**src/rtl/multi_chan_driver.sv**
```systemverilog
// multi_chan_driver
//
// Purpose: gathers words from NUM_CH input channels, each buffered in its own
// DEPTH-word FIFO. The words are merged onto a single registered output
// stream. Arbitration is round-robin or fixed priority (lowest index wins), and
// each channel can be masked out of arbitration.
//
// Ports:
//   clk        rising-edge clock
//   reset      synchronous active-high reset
//   in_valid   per-channel word valid
//   in_data    per-channel payload; channel i at [i*DATA_W +: DATA_W]
//   in_ready   per-channel "FIFO not full"
//   ch_en      per-channel arbitration enable (pushes are accepted regardless)
//   prio_mode  0 = round-robin, 1 = fixed priority
//   out_valid  registered output word valid
//   out_data   registered output payload
//   out_ch     source channel of out_data
//   out_ready  downstream accept
//   txn_count  count of completed output transfers (wraps at 16 bits)
//
// Handshake: a word moves across an interface on a rising edge where valid and
// ready are both high. A producer need not wait for ready before raising
// valid. in_ready depends only on registered FIFO occupancy. While out_valid
// is high and out_ready is low, the output word holds stable.

module multi_chan_driver #(
  parameter int NUM_CH = 4,
  parameter int DATA_W = 8,
  parameter int DEPTH  = 4
) (
  input  logic                       clk,
  input  logic                       reset,
  input  logic [NUM_CH-1:0]          in_valid,
  input  logic [NUM_CH*DATA_W-1:0]   in_data,
  output logic [NUM_CH-1:0]          in_ready,
  input  logic [NUM_CH-1:0]          ch_en,
  input  logic                       prio_mode,
  output logic                       out_valid,
  output logic [DATA_W-1:0]          out_data,
  output logic [$clog2(NUM_CH)-1:0]  out_ch,
  input  logic                       out_ready,
  output logic [15:0]                txn_count
);

  localparam int AW = $clog2(DEPTH);
  localparam int CW = $clog2(NUM_CH);

  // Per-channel FIFO storage and pointers
  logic [DATA_W-1:0] r_mem   [NUM_CH][DEPTH];
  logic [AW-1:0]     r_wptr  [NUM_CH];
  logic [AW-1:0]     r_rptr  [NUM_CH];
  logic [AW:0]       r_count [NUM_CH];

  // Output register and arbitration history
  logic              r_out_valid;
  logic [DATA_W-1:0] r_out_data;
  logic [CW-1:0]     r_out_ch;
  logic [CW-1:0]     r_last_grant;
  logic [15:0]       r_txn_count;

  logic [NUM_CH-1:0] w_full;
  logic [NUM_CH-1:0] w_elig;
  logic [NUM_CH-1:0] w_push;
  logic [NUM_CH-1:0] w_pop;
  logic [CW-1:0]     w_rr_grant;
  logic [CW-1:0]     w_fp_grant;
  logic [CW-1:0]     w_grant;
  logic              w_any_elig;
  logic              w_load;
  logic              w_xfer;
  logic [DATA_W-1:0] w_rd_data;

  // FIFO status decoded purely from registered occupancy
  always_comb begin
    w_full = '0;
    w_elig = '0;
    w_push = '0;
    for (int i = 0; i < NUM_CH; i++) begin
      w_full[i] = (r_count[i] == (AW+1)'(DEPTH));
      w_elig[i] = (r_count[i] != '0) && ch_en[i];
      // A full FIFO refuses the push even if it is being popped this edge
      w_push[i] = in_valid[i] && !w_full[i];
    end
  end

  assign in_ready = ~w_full;

  // Arbitration
  always_comb begin
    int d;
    int best_d;
    w_fp_grant = '0;
    w_rr_grant = '0;
    d          = 0;
    best_d     = NUM_CH + 1;
    // Fixed priority: scan downward so the lowest eligible index is written last
    for (int k = NUM_CH - 1; k >= 0; k--) begin
      if (w_elig[k]) w_fp_grant = CW'(k);
    end
    // Round-robin: distance 1..NUM_CH past last_grant. The last-granted channel
    // itself sits at distance NUM_CH, so it has the lowest priority.
    for (int c = 0; c < NUM_CH; c++) begin
      d = c - int'(r_last_grant);
      if (d <= 0) d = d + NUM_CH;
      if (w_elig[c] && (d < best_d)) begin
        best_d     = d;
        w_rr_grant = CW'(c);
      end
    end
    w_grant = prio_mode ? w_fp_grant : w_rr_grant;
  end

  assign w_any_elig = |w_elig;
  assign w_xfer     = r_out_valid && out_ready;
  assign w_load     = (!r_out_valid || out_ready) && w_any_elig;
  assign w_rd_data  = r_mem[w_grant][r_rptr[w_grant]];

  always_comb begin
    w_pop = '0;
    for (int i = 0; i < NUM_CH; i++) begin
      w_pop[i] = w_load && (w_grant == CW'(i));
    end
  end

  // FIFO pointers and occupancy
  always_ff @(posedge clk) begin
    if (reset) begin
      for (int i = 0; i < NUM_CH; i++) begin
        r_wptr[i]  <= '0;
        r_rptr[i]  <= '0;
        r_count[i] <= '0;
      end
    end else begin
      for (int i = 0; i < NUM_CH; i++) begin
        if (w_push[i]) r_wptr[i] <= r_wptr[i] + AW'(1);
        if (w_pop[i])  r_rptr[i] <= r_rptr[i] + AW'(1);
        case ({w_push[i], w_pop[i]})
          2'b10:   r_count[i] <= r_count[i] + (AW+1)'(1);
          2'b01:   r_count[i] <= r_count[i] - (AW+1)'(1);
          default: r_count[i] <= r_count[i];
        endcase
      end
    end
  end

  // FIFO storage has no reset; the pointers define which entries are valid
  always_ff @(posedge clk) begin
    for (int i = 0; i < NUM_CH; i++) begin
      if (!reset && w_push[i]) begin
        r_mem[i][r_wptr[i]] <= in_data[i*DATA_W +: DATA_W];
      end
    end
  end

  // Output register, grant history and transfer counter
  always_ff @(posedge clk) begin
    if (reset) begin
      r_out_valid  <= 1'b0;
      r_out_data   <= '0;
      r_out_ch     <= '0;
      r_txn_count  <= '0;
      // Resetting last_grant to NUM_CH-1 makes channel 0 the first round-robin winner
      r_last_grant <= CW'(NUM_CH - 1);
    end else begin
      if (w_xfer) r_txn_count <= r_txn_count + 16'd1;
      if (w_load) begin
        r_out_valid  <= 1'b1;
        r_out_data   <= w_rd_data;
        r_out_ch     <= w_grant;
        r_last_grant <= w_grant;
      end else if (w_xfer) begin
        r_out_valid  <= 1'b0;
      end
    end
  end

  assign out_valid = r_out_valid;
  assign out_data  = r_out_data;
  assign out_ch    = r_out_ch;
  assign txn_count = r_txn_count;

endmodule

```
**config.mk**
```make
export PLATFORM = sky130hd
export DESIGN_NAME = multi_chan_driver
export DESIGN_NICKNAME = d
export VERILOG_FILES = /design/src/rtl/multi_chan_driver.sv
export SDC_FILE = /design/constraint.sdc
export NUM_CORES = 1
export LEC_CHECK = 0
export CAP_MARGIN = 10
export CELL_PAD_IN_SITES_DETAIL_PLACEMENT = 0
export CELL_PAD_IN_SITES_GLOBAL_PLACEMENT = 1
export CORE_MARGIN = 2
export CORE_UTILIZATION = 43
export CTS_CLUSTER_SIZE = 16
export DETAILED_ROUTE_END_ITERATION = 8
export HOLD_SLACK_MARGIN = 0.03
export MAX_ROUTING_LAYER = met4
export PLACE_DENSITY = 0.83
export SETUP_SLACK_MARGIN = 0.15
export SKIP_LAST_GASP = 1
export SLEW_MARGIN = 5
export SYNTH_ARGS = -nofsm -noshare
export SYNTH_HDL_FRONTEND = slang
export SYNTH_SLANG_ARGS = --single-unit
export TNS_END_PERCENT = 10
```
**constraint.sdc**
```tcl
create_clock -name clk -period 5.85 [get_ports clk]
set_clock_uncertainty 0.2 [all_clocks]
set_input_delay 0.585 -clock clk [delete_from_list [all_inputs] [get_ports clk]]
set_output_delay 0.585 -clock clk [all_outputs]
set_load 0.03 [all_outputs]
```
==> impl_metrics.ini, run 1 <==
[place]
gp_congestion = 0.826
place_hpwl_mm = 14.5
numPortBuffers = 74
dp_slack_ns = -0.169
post_dp_cell_area_um2 = 9860

[timing]
drv_slew = 0
layout_min_cycle_time_ns = 5.61
setup-violations-final = 0
max_freq_mhz = 178
layout_setup_ws_ns = 0.237
hold_ws_ns = 0.297
max-slew-margin-rel_pct = 27.7
rsz0062_at_grt = true
tightest_slew_ns = 1.07
fin_crit_sh_pct = 95.9
hold_viol = 0

[floorplan]
fp-row-count = 52
io_pins = 75
core_um2 = 20100
die_w_um = 147
die_area_um2 = 21500
die_h_um = 147
start_util_pct = 43.5

[final_layout]
most-common-layout-cells = edfxtp_1 (156), clkdlybuf4s50_1 (73), mux2i_1 (63)
final_common_cell = edfxtp_1
area_growth_syn_to_layout_pct = 25.2
drive_above_1_share_pct = 18.6
final_area_um2 = 11000
nNetsFinal = 876
fin_util_pct = 54.5
antenna_cells = 0

[power_and_ir_drop]
peakVddDrop_uv = 248
total_power_mw = 5.13
power.leakage_nw = 3.96
power.density_nw_per_um2 = 468

[cts]
htree_levels = 4
path_clk_slew_ns = 0.07
cts_root_buffer = clkbuf_16
cts_buffers = 17
clockBufferDepth = 2
tritoncts = built
clkSinkCount = 185
clk_latency_ns = 0.43

[critical_path]
r2r-start = r_last_grant[1]
ff2ff_setup_slack_ns = 0.24
reg2reg_to = r_count[2][2]
worstRegToRegCells = 32
cp_data_required_time_ns = 5.81
slowest_stage = fa_2
startpoint_type = flip-flop
worstSetupPathType = flip-flop to flip-flop
cp-endpoint = r_count[2][2]
crit_arrival_ns = 5.57
slowest_delay_ns = 0.38
cpMostUsedCell = ha_4
end_kind = flip-flop
cp_max_fo = 5
critPathLaunch = r_last_grant[1]

[drt]
wirelength_mm = 20.3
wl_met2_mm = 9.74
routedWlPerCell_um = 18.9
dr_wl_met3_mm = 1.05
drtPass1Iterations = 5
highest_layer = met4
viasPerCell = 5.32
ant_nets = 0
drtIter0Drc = 492
routed-via-count = 5711
wl_met1_mm = 9.27
drc = 0

[yosys]
avgSynthCellArea_um2 = 13.0
syn_area_um2 = 8750
synth_top_area_share_pct = 53.5
async_reset_ff_share_pct = 0
yosys.area.top_type = edfxtp_1
ys_seq_elements = 185
yosys_warnings = 0
synth_cell_types = 59
synthFlopType = edfxtp_1
syn_inst = 674
synth_fp_nets = 760
ys_top_cells_by_area = edfxtp_1 (54%), mux2i_1 (7.2%), dfxtp_1 (6.6%)
synth_edf_count = 156
ys_seq_area_share_pct = 60.2

[flow_run]
max-cap-violations = 0

[global_route]
antenna_found_initial = 0
grt_pass1_wl_mm = 31.4
overflow = 0
grt_max_degree = 40
grt_pass1_vias = 5791
grt_usage_pct = 19.6

[outcome]
outcome = completed

[worst_hold_path]
hold_path_class = flip-flop to flip-flop
hold_depth = 2
-- cells in the mapped netlist, types with 2 or more instances --
cell,instances
a31oi_1,3
o21bai_1,6
o31a_1,2
or3_1,5
a21oi_1,16
a21boi_0,7
o21a_1,8
buf_4,6
edfxtp_1,156
conb_1,2
mux2_2,11
clkbuf_1,16
o21ai_0,7
xnor2_1,9
o21ai_1,2
and3_1,2
o311ai_1,7
nand2_4,2
buf_2,3
nand2b_1,17
buf_1,3
xor2_1,10
dfxtp_1,29
o22ai_1,7
nand4_1,7
o221ai_1,8
ha_1,40
a221oi_1,2
a211oi_1,8
nor2_1,58
and2_1,23
nor3_1,28
inv_1,34
a211o_1,8
nand2_1,20
mux2i_1,63
nand3_1,12
fa_1,2
o32ai_1,2
nor2b_1,4
-- how the worst min path moves through the flow --
stage | start | to | slack (ns)
finish | out_ch[0] | out_ch[0] | 0.30
global route | out_ch[0] | out_ch[0] | 0.33
CTS | out_ch[0] | out_ch[0] | 0.29
detailed placement | out_ch[0] | out_ch[0] | 0.28
global placement | out_ch[0] | out_ch[0] | 0.28
floorplan | r_last_grant[0] | r_last_grant[0] | 0.33
-- flip-flops by register name, summed over array words and instances (netlist names) --
name / flops
r_mem: 128
r_count: 12
r_wptr: 8
out_ch: 2
out_valid: 1
txn_count: 16
r_rptr: 8
out_data: 8
r_last_grant: 2
-- per-layer routing --
metal | global-route usage, % | up-vias
met1 | 25.8 | 2808
li1 | - | 2732
met2 | 30.5 | 149
met5 | - | -
met3 | 4.34 | 22
met4 | 5.97 | 0
-- worst max-delay path, delay by kind of cell (launching register included) --
| kind | cells | cell delay (ns) |
|---|---|---|
| adders and majority gates | 6 | 1.67 |
| and+or+nand+nor | 11 | 1.08 |
| buffers and inverters | 5 | 0.50 |
| AOI/OAI and AO/OA | 9 | 1.32 |
| xor gates and xnor gates | 1 | 0.20 |
| DFF | 1 | 0.36 |
-- kinds of logic after synthesis --
kind of cell | after synthesis | synth area share, %
other cells | 2 | 0.0858
compound gates | 105 | 9.24
fa+ha+maj | 42 | 6.18
flops | 185 | 60.2
simple gates | 184 | 10.6
mux | 75 | 8.88
buf+inv | 62 | 2.96
xor+xnor | 19 | 1.90
-- timing repair --
| action | 4_1_cts | 5_1_grt |
|---|---|---|
| setup buffers | 13 | 20 |
| gates resized for setup | 6 | 54 |
| endpoints found under the hold margin | 0 | 0 |
| hold buffers | 0 | 0 |
| endpoints found under the setup margin | 19 | 32 |
| pin swaps | 5 | 25 |
-- power breakdown --
part / leakage [nW] / internal (mW) / total, mW / switching [mW]
logic: 1.99 / 1.06 / 2.32 / 1.27
clock network: 0.270 / 0.590 / 1.08 / 0.490
registers: 1.69 / 1.61 / 1.73 / 0.121
-- metrics by stage --
stage	std cells	TNS (ns)
after detailed placement	1008	-1.17
after global routing	1073	-0.0450
after CTS	1053	0
after global placement	1008	0
final	1073	0
after floorplan	674	0
-- final cells by class --
| class | instances | area (µm²) |
|---|---|---|
| inverters | 34 | 135 |
| flip-flops and latches | 185 | 5270 |
| clock buffers | 19 | 433 |
| clock inverters | 13 | 116 |
| repair buffers | 125 | 1150 |
| well taps | 270 | 338 |
| fillers | 1627 | 9150 |
| multi-input cells | 427 | 3520 |
No activity file was read; power rests on OpenSTA's default activity.
==> run 2, diff against run 1 <==
--- a/config.mk
+++ b/config.mk
@@ -16,7 +16,6 @@
 export MAX_ROUTING_LAYER = met4
 export PLACE_DENSITY = 0.83
 export SETUP_SLACK_MARGIN = 0.15
-export SKIP_LAST_GASP = 1
 export SLEW_MARGIN = 5
 export SYNTH_ARGS = -nofsm -noshare
 export SYNTH_HDL_FRONTEND = slang
==> results of run 2 <==
The final DEF is identical to that of run 1; final timing and power are the same.
==> run 3, diff against run 2 <==
--- a/config.mk
+++ b/config.mk
@@ -8,14 +8,16 @@
 export CAP_MARGIN = 10
 export CELL_PAD_IN_SITES_DETAIL_PLACEMENT = 0
 export CELL_PAD_IN_SITES_GLOBAL_PLACEMENT = 1
+export CORE_ASPECT_RATIO = 0.75
 export CORE_MARGIN = 2
 export CORE_UTILIZATION = 43
+export CTS_CLUSTER_DIAMETER = 80
 export CTS_CLUSTER_SIZE = 16
 export DETAILED_ROUTE_END_ITERATION = 8
 export HOLD_SLACK_MARGIN = 0.03
 export MAX_ROUTING_LAYER = met4
 export PLACE_DENSITY = 0.83
-export SETUP_SLACK_MARGIN = 0.15
+export SETUP_SLACK_MARGIN = 0.05
 export SLEW_MARGIN = 5
 export SYNTH_ARGS = -nofsm -noshare
 export SYNTH_HDL_FRONTEND = slang
==> run 3 against run 2 <==
Net effect:
- global-route usage decreased by 0.68 points
- cell count decreased by 2.8%
- combinational power is 4% lower
- count of clock-buffer cells in the layout shrank 1
- first-iteration DRC count fell by 3.0%
- register-to-register slack got worse by 0.06 ns
- largest power group unchanged
==> impl_metrics.ini, run 3 (synthesis gave the netlist of run 1 again) <==
[final_layout]
fin_util_pct = 53.6
drive_above_1_share_pct = 15.7
most-common-layout-cells = edfxtp_1 (156), clkdlybuf4s50_1 (73), mux2i_1 (63)
area_growth_syn_to_layout_pct = 23.1
antenna_cells = 0
fillers = 1615
final_common_cell = edfxtp_1
nNetsFinal = 858
largest_reg_flops = 128

[power_and_ir_drop]
power.leakage_nw = 3.85
peakVddDrop_uv = 221
power.density_nw_per_um2 = 469

[critical_path]
critPathLaunch = r_last_grant[0]
slowest_stage = fa_2
cp_data_required_time_ns = 5.83
crit_arrival_ns = 5.66
slowest_delay_ns = 0.34
startpoint_type = flip-flop
ff2ff_setup_slack_ns = 0.17
worstRegToRegCells = 33
end_kind = flip-flop
r2r-start = r_last_grant[0]
worstSetupPathType = flip-flop to flip-flop
cp-endpoint = r_count[2][2]
reg2reg_to = r_count[2][2]
cp_max_fo = 6

[drt]
drtIter0Drc = 477
viasPerCell = 5.35
drc = 0
routed-via-count = 5583
wirelength_mm = 19.5
drtPass1Iterations = 5
routedWlPerCell_um = 18.7
ant_nets = 0

[place]
place_hpwl_mm = 14.4
numPortBuffers = 74
gp_congestion = 0.849

[timing]
fin_crit_sh_pct = 97.0
max_freq_mhz = 176
hold_ws_ns = 0.307
max-slew-margin-rel_pct = 30.4
tightest_slew_ns = 1.03
hold_viol = 0
rsz0062_at_grt = true
setup-violations-final = 0
drv_slew = 0
layout_min_cycle_time_ns = 5.68

[floorplan]
die_area_um2 = 21500
core_um2 = 20100
die_h_um = 128
start_util_pct = 43.5
io_pins = 75
fp-row-count = 45
die_w_um = 169

[cts]
tritoncts = built
path_clk_slew_ns = 0.07
cts_buffers = 17
clkSinkCount = 185
cts_root_buffer = clkbuf_16
clk_latency_ns = 0.44
clockBufferDepth = 2
htree_levels = 4
ctsHoldBuffers = 0

[global_route]
grt_usage_pct = 18.9
overflow = 0
grt_max_degree = 48
grt_pass1_vias = 5453
antenna_found_initial = 0
grt_pass1_wl_mm = 29.7

[flow_run]
max-cap-violations = 0

[worst_hold_path]
hold_path_class = flip-flop to flip-flop
hold_depth = 2

[outcome]
outcome = completed
run 3: cell count changes in the layout (fill, tap and decap cells not counted), moves of 3 or more:
| cell | previous run | this run |
|---|---|---|
| a21oi_1 | 10 | 13 |
| a21oi_2 | 6 | 3 |
| buf_12 | 1 | 4 |
| buf_4 | 47 | 28 |
| clkinv_1 | 4 | 0 |
| clkinv_8 | 0 | 5 |
| nand2b_1 | 12 | 15 |
| nand2b_4 | 5 | 2 |
run 3: report_power, final:
group	switching [mW]	leakage, nW	internal, mW
Combinational	1.23	1.87	0.990
Clock	0.539	0.283	0.571
Sequential	0.116	1.69	1.61
run 3: routing by layer:
metal | share of wire (%) | global-route usage, % | vias to the layer above
met4 | 1.3 | 5.73 | 0
met5 | 0 | - | -
li1 | - | - | 2691
met1 | 48 | 26.3 | 2700
met2 | 45 | 27.8 | 164
met3 | 5.4 | 4.34 | 28
run 3: worst min-delay path by stage:
stage | from | end | slack [ns]
2_1_floorplan | r_last_grant[1] | r_last_grant[1] | 0.33
3_3_place_gp | txn_count[14] | txn_count[14] | 0.29
3_5_place_dp | out_ch[1] | out_ch[1] | 0.29
4_1_cts | out_ch[1] | out_ch[1] | 0.30
5_1_grt | out_ch[1] | out_ch[1] | 0.33
6_report | out_ch[1] | out_ch[1] | 0.31
run 3: worst max-delay path: cells and delay by family, from the launching register on:
family / cells / cell delay, ns
adders and majority gates: 6 / 1.53
AOI/OAI and AO/OA: 9 / 1.43
and+or+nand+nor: 11 / 1.01
buffers and inverters: 5 / 0.43
DFF: 1 / 0.33
muxes: 1 / 0.31
xor gates and xnor gates: 1 / 0.18
run 3: layout make-up:
class                   instances  area, µm²  area share [%]
flip-flops and latches        185       5270            48.9
well taps                     258        323            3.00
clock buffers                  18        429            3.98
clock inverters                14        160            1.49
repair buffers                107       1040            9.63
inverters                      34        128            1.18
multi-input cells             427       3430            31.8
run 3: metrics by stage:
stage	instance area (µm²)	setup TNS, ns	power, mW	setup WS (ns)	instances
floorplan	8770	0	3.12	0.0723	674
global placement	9870	0	3.64	0.0897	1000
detailed placement	9870	-1.35	3.69	-0.145	1000
CTS	10500	-0.0192	4.84	-0.0126	1033
global route	10800	-1.57	5.31	-0.168	1043
finish	10800	0	5.05	0.174	1043
run 3: what timing repair did:
item,in CTS,in global routing
resized for setup,6,45
setup endpoints to repair,15,26
pin swaps,2,16
buffers inserted,1,10
==> patch: new RTL, config.mk and constraints of run 3 <==
Make the reset (`reset`) asynchronous in 2 clocked blocks. Comments in the files are not updated.
--- a/src/rtl/multi_chan_driver.sv
+++ b/src/rtl/multi_chan_driver.sv
@@ -124,7 +124,7 @@
   end
 
   // FIFO pointers and occupancy
-  always_ff @(posedge clk) begin
+  always_ff @(posedge clk or posedge reset) begin
     if (reset) begin
       for (int i = 0; i < NUM_CH; i++) begin
         r_wptr[i]  <= '0;
@@ -154,7 +154,7 @@
   end
 
   // Output register, grant history and transfer counter
-  always_ff @(posedge clk) begin
+  always_ff @(posedge clk or posedge reset) begin
     if (reset) begin
       r_out_valid  <= 1'b0;
       r_out_data   <= '0;
Check against the original RTL: differs if reset is asserted again (counterexample within 4 cycles, from zero or initial values and one cycle with reset high); with reset held inactive, the same outputs for 4 cycles.
==> patch against run 3 <==
  * Wire length decreased by 9.1%
  * Cell area decreased by 5.6%
  * Area after synthesis decreased by 4.3%
  * Utilization decreased by 0.65 points
  * First-iteration DRC count decreased by 7.8%
  * Power increased by 1.2%
  * Setup slack improved by 0.13 ns
  * Fmax increased by 2.3%
  * Via count decreased by 12%
  * Non-clock buffer count decreased by 19
  * Sequential cell count unchanged
  * Final cell count decreased by 9.3%
==> patch: results (changes against run 3) <==
status finished clean; n_diodes 0 (unchanged); hold worst-path end txn_count[15]; clock group share of total power 22.3% (+0.3 points); post-synthesis sequential area ratio 63.0% (+2.8 points); Setup Buffers After CTS 3 (+2); ratio of cells with drive above 1 in the final layout 12.3% (-3.4 points); Distinct cells, synth 47 (-20%); first-pass GRT wire length 27300 µm (-8.1%); routed len/inst 18.7 µm (+0.21%); CP Data Arrival Time 5.70 ns (+0.04 ns); GRT Util Overall 18.3% (-0.57 points); Syn Area/Cell 14.1 µm² (+8.6%); worst vdd ir 0.250 mV (+13%); Post-synth EDFFs 128 (-18%); reg2reg end r_count[5]; Hold Crit Start txn_count[15]; grt met3 use 4.13% (-0.21 points); vias in the first global route 4812 (-12%); DPL Wire Length 12700 µm (-11%); Post-Syn Nets 674 (-11%); cells on worst reg2reg path 27 (-18%); worst skew pair latency 0.42 ns (-0.02 ns); post-CTS resize count 14 (+8); Crit path largest cell delay 0.55 ns (+0.21 ns); placed instance count 909 (-9.1%); grt met1 use 28.0% (+1.7 points); Synth area leaders edfxtp_1 (46%), dfrtp_1 (16%), mux2i_1 (10%), ha_1 (4.8%), xnor2_1 (2.5%); placed cell areas 0.00941 mm² (-4.7%); GRT met2 Usage 25.0% (-2.8 points); r2r setup slk 0.30 ns (+0.13 ns); DR vias 4912 (-12%); CP Max Fanout 4 (-2); delay-heaviest family, CP adder cells; warnings from Yosys 0 (unchanged); cell leakage power 4.01 nW (+4.2%); Crit. Startpoint r_last_grant[1]; Hold Path Depth 1 (-1); RD Place Congestion 0.896 (+5.5%); P_int 3.20 mW (+0.96%); synth cell count leaders edfxtp_1 (128), mux2i_1 (86), dfrtp_1 (55); fin nets 760 (-11%); Post-synth ARST share 30.8% (+31 points); Slew @ Worst Pin 0.982 ns (-0.0514 ns); Max clock buf depth 2 (unchanged); combinational cell power 1.99 mW (-10%); Initial DRC Count 440 (-7.8%); final count of negative-setup-slack endpoints 0 (unchanged); DRT Wirelength 17700 µm (-9.1%); Critical-path top delay cell dfstp_2
[patch: area by class of cell]
| type | instances | area (µm²) |
|---|---|---|
| clock buffer | 18 | 439 |
| timing repair buffer | 88 | 866 |
| multi-input combinational | 353 | 3000 |
| tap | 253 | 317 |
| fill | 1553 | 9040 |
| inverter | 35 | 131 |
| sequential | 185 | 5270 |
| clock inverter | 14 | 148 |
[patch: logic make-up after synthesis]
kind of cell / count (synthesis) / share of synthesized area, %
flops: 185 / 63.0
simple gates: 116 / 6.81
mux: 95 / 11.8
compound gates: 65 / 5.66
buf+inv: 56 / 2.85
xor+xnor: 39 / 4.08
fa+ha+maj: 36 / 5.74
other cells: 2 / 0.0897
[patch: worst register-to-register path, stage by stage (launching register included)]
cell and delay [ns]:
dfstp_2 0.55, inv_2 0.05, ha_4 0.17, nand2_4 0.07, inv_2 0.05, ha_4 0.27
nor2b_4 0.16, a21oi_4 0.08, a211o_4 0.31, mux2i_4 0.21, ha_1 0.30, and4_1 0.20
o31ai_1 0.13, nand2_2 0.15, mux2_4 0.33, ha_1 0.19, nor2_2 0.10, o31a_1 0.18
o2111ai_2 0.12, a32o_2 0.34, nor3_4 0.21, buf_6 0.13, ha_2 0.17, inv_1 0.05
fa_2 0.33, xor2_1 0.14, nor2_1 0.13, xor2_1 0.14
[patch: stage by stage]
stage	hold slack (ns)	setup slack (ns)	power, mW	util (%)
global route	0.305	0.0132	5.42	52.9
floorplan	0.262	0.158	3.24	-
finish	0.287	0.302	5.12	52.9
CTS	0.281	0.0626	5.02	52.4
detailed placement	0.267	-0.239	3.84	49.0
global placement	0.259	-0.0448	3.76	49.0
[patch: routing by layer]
metal  vias up  share of wire (%)
met1      2401                 49
met2       174                 43
met3        13                6.8
li1       2324                  -
met4         0                1.3
met5         -                  0
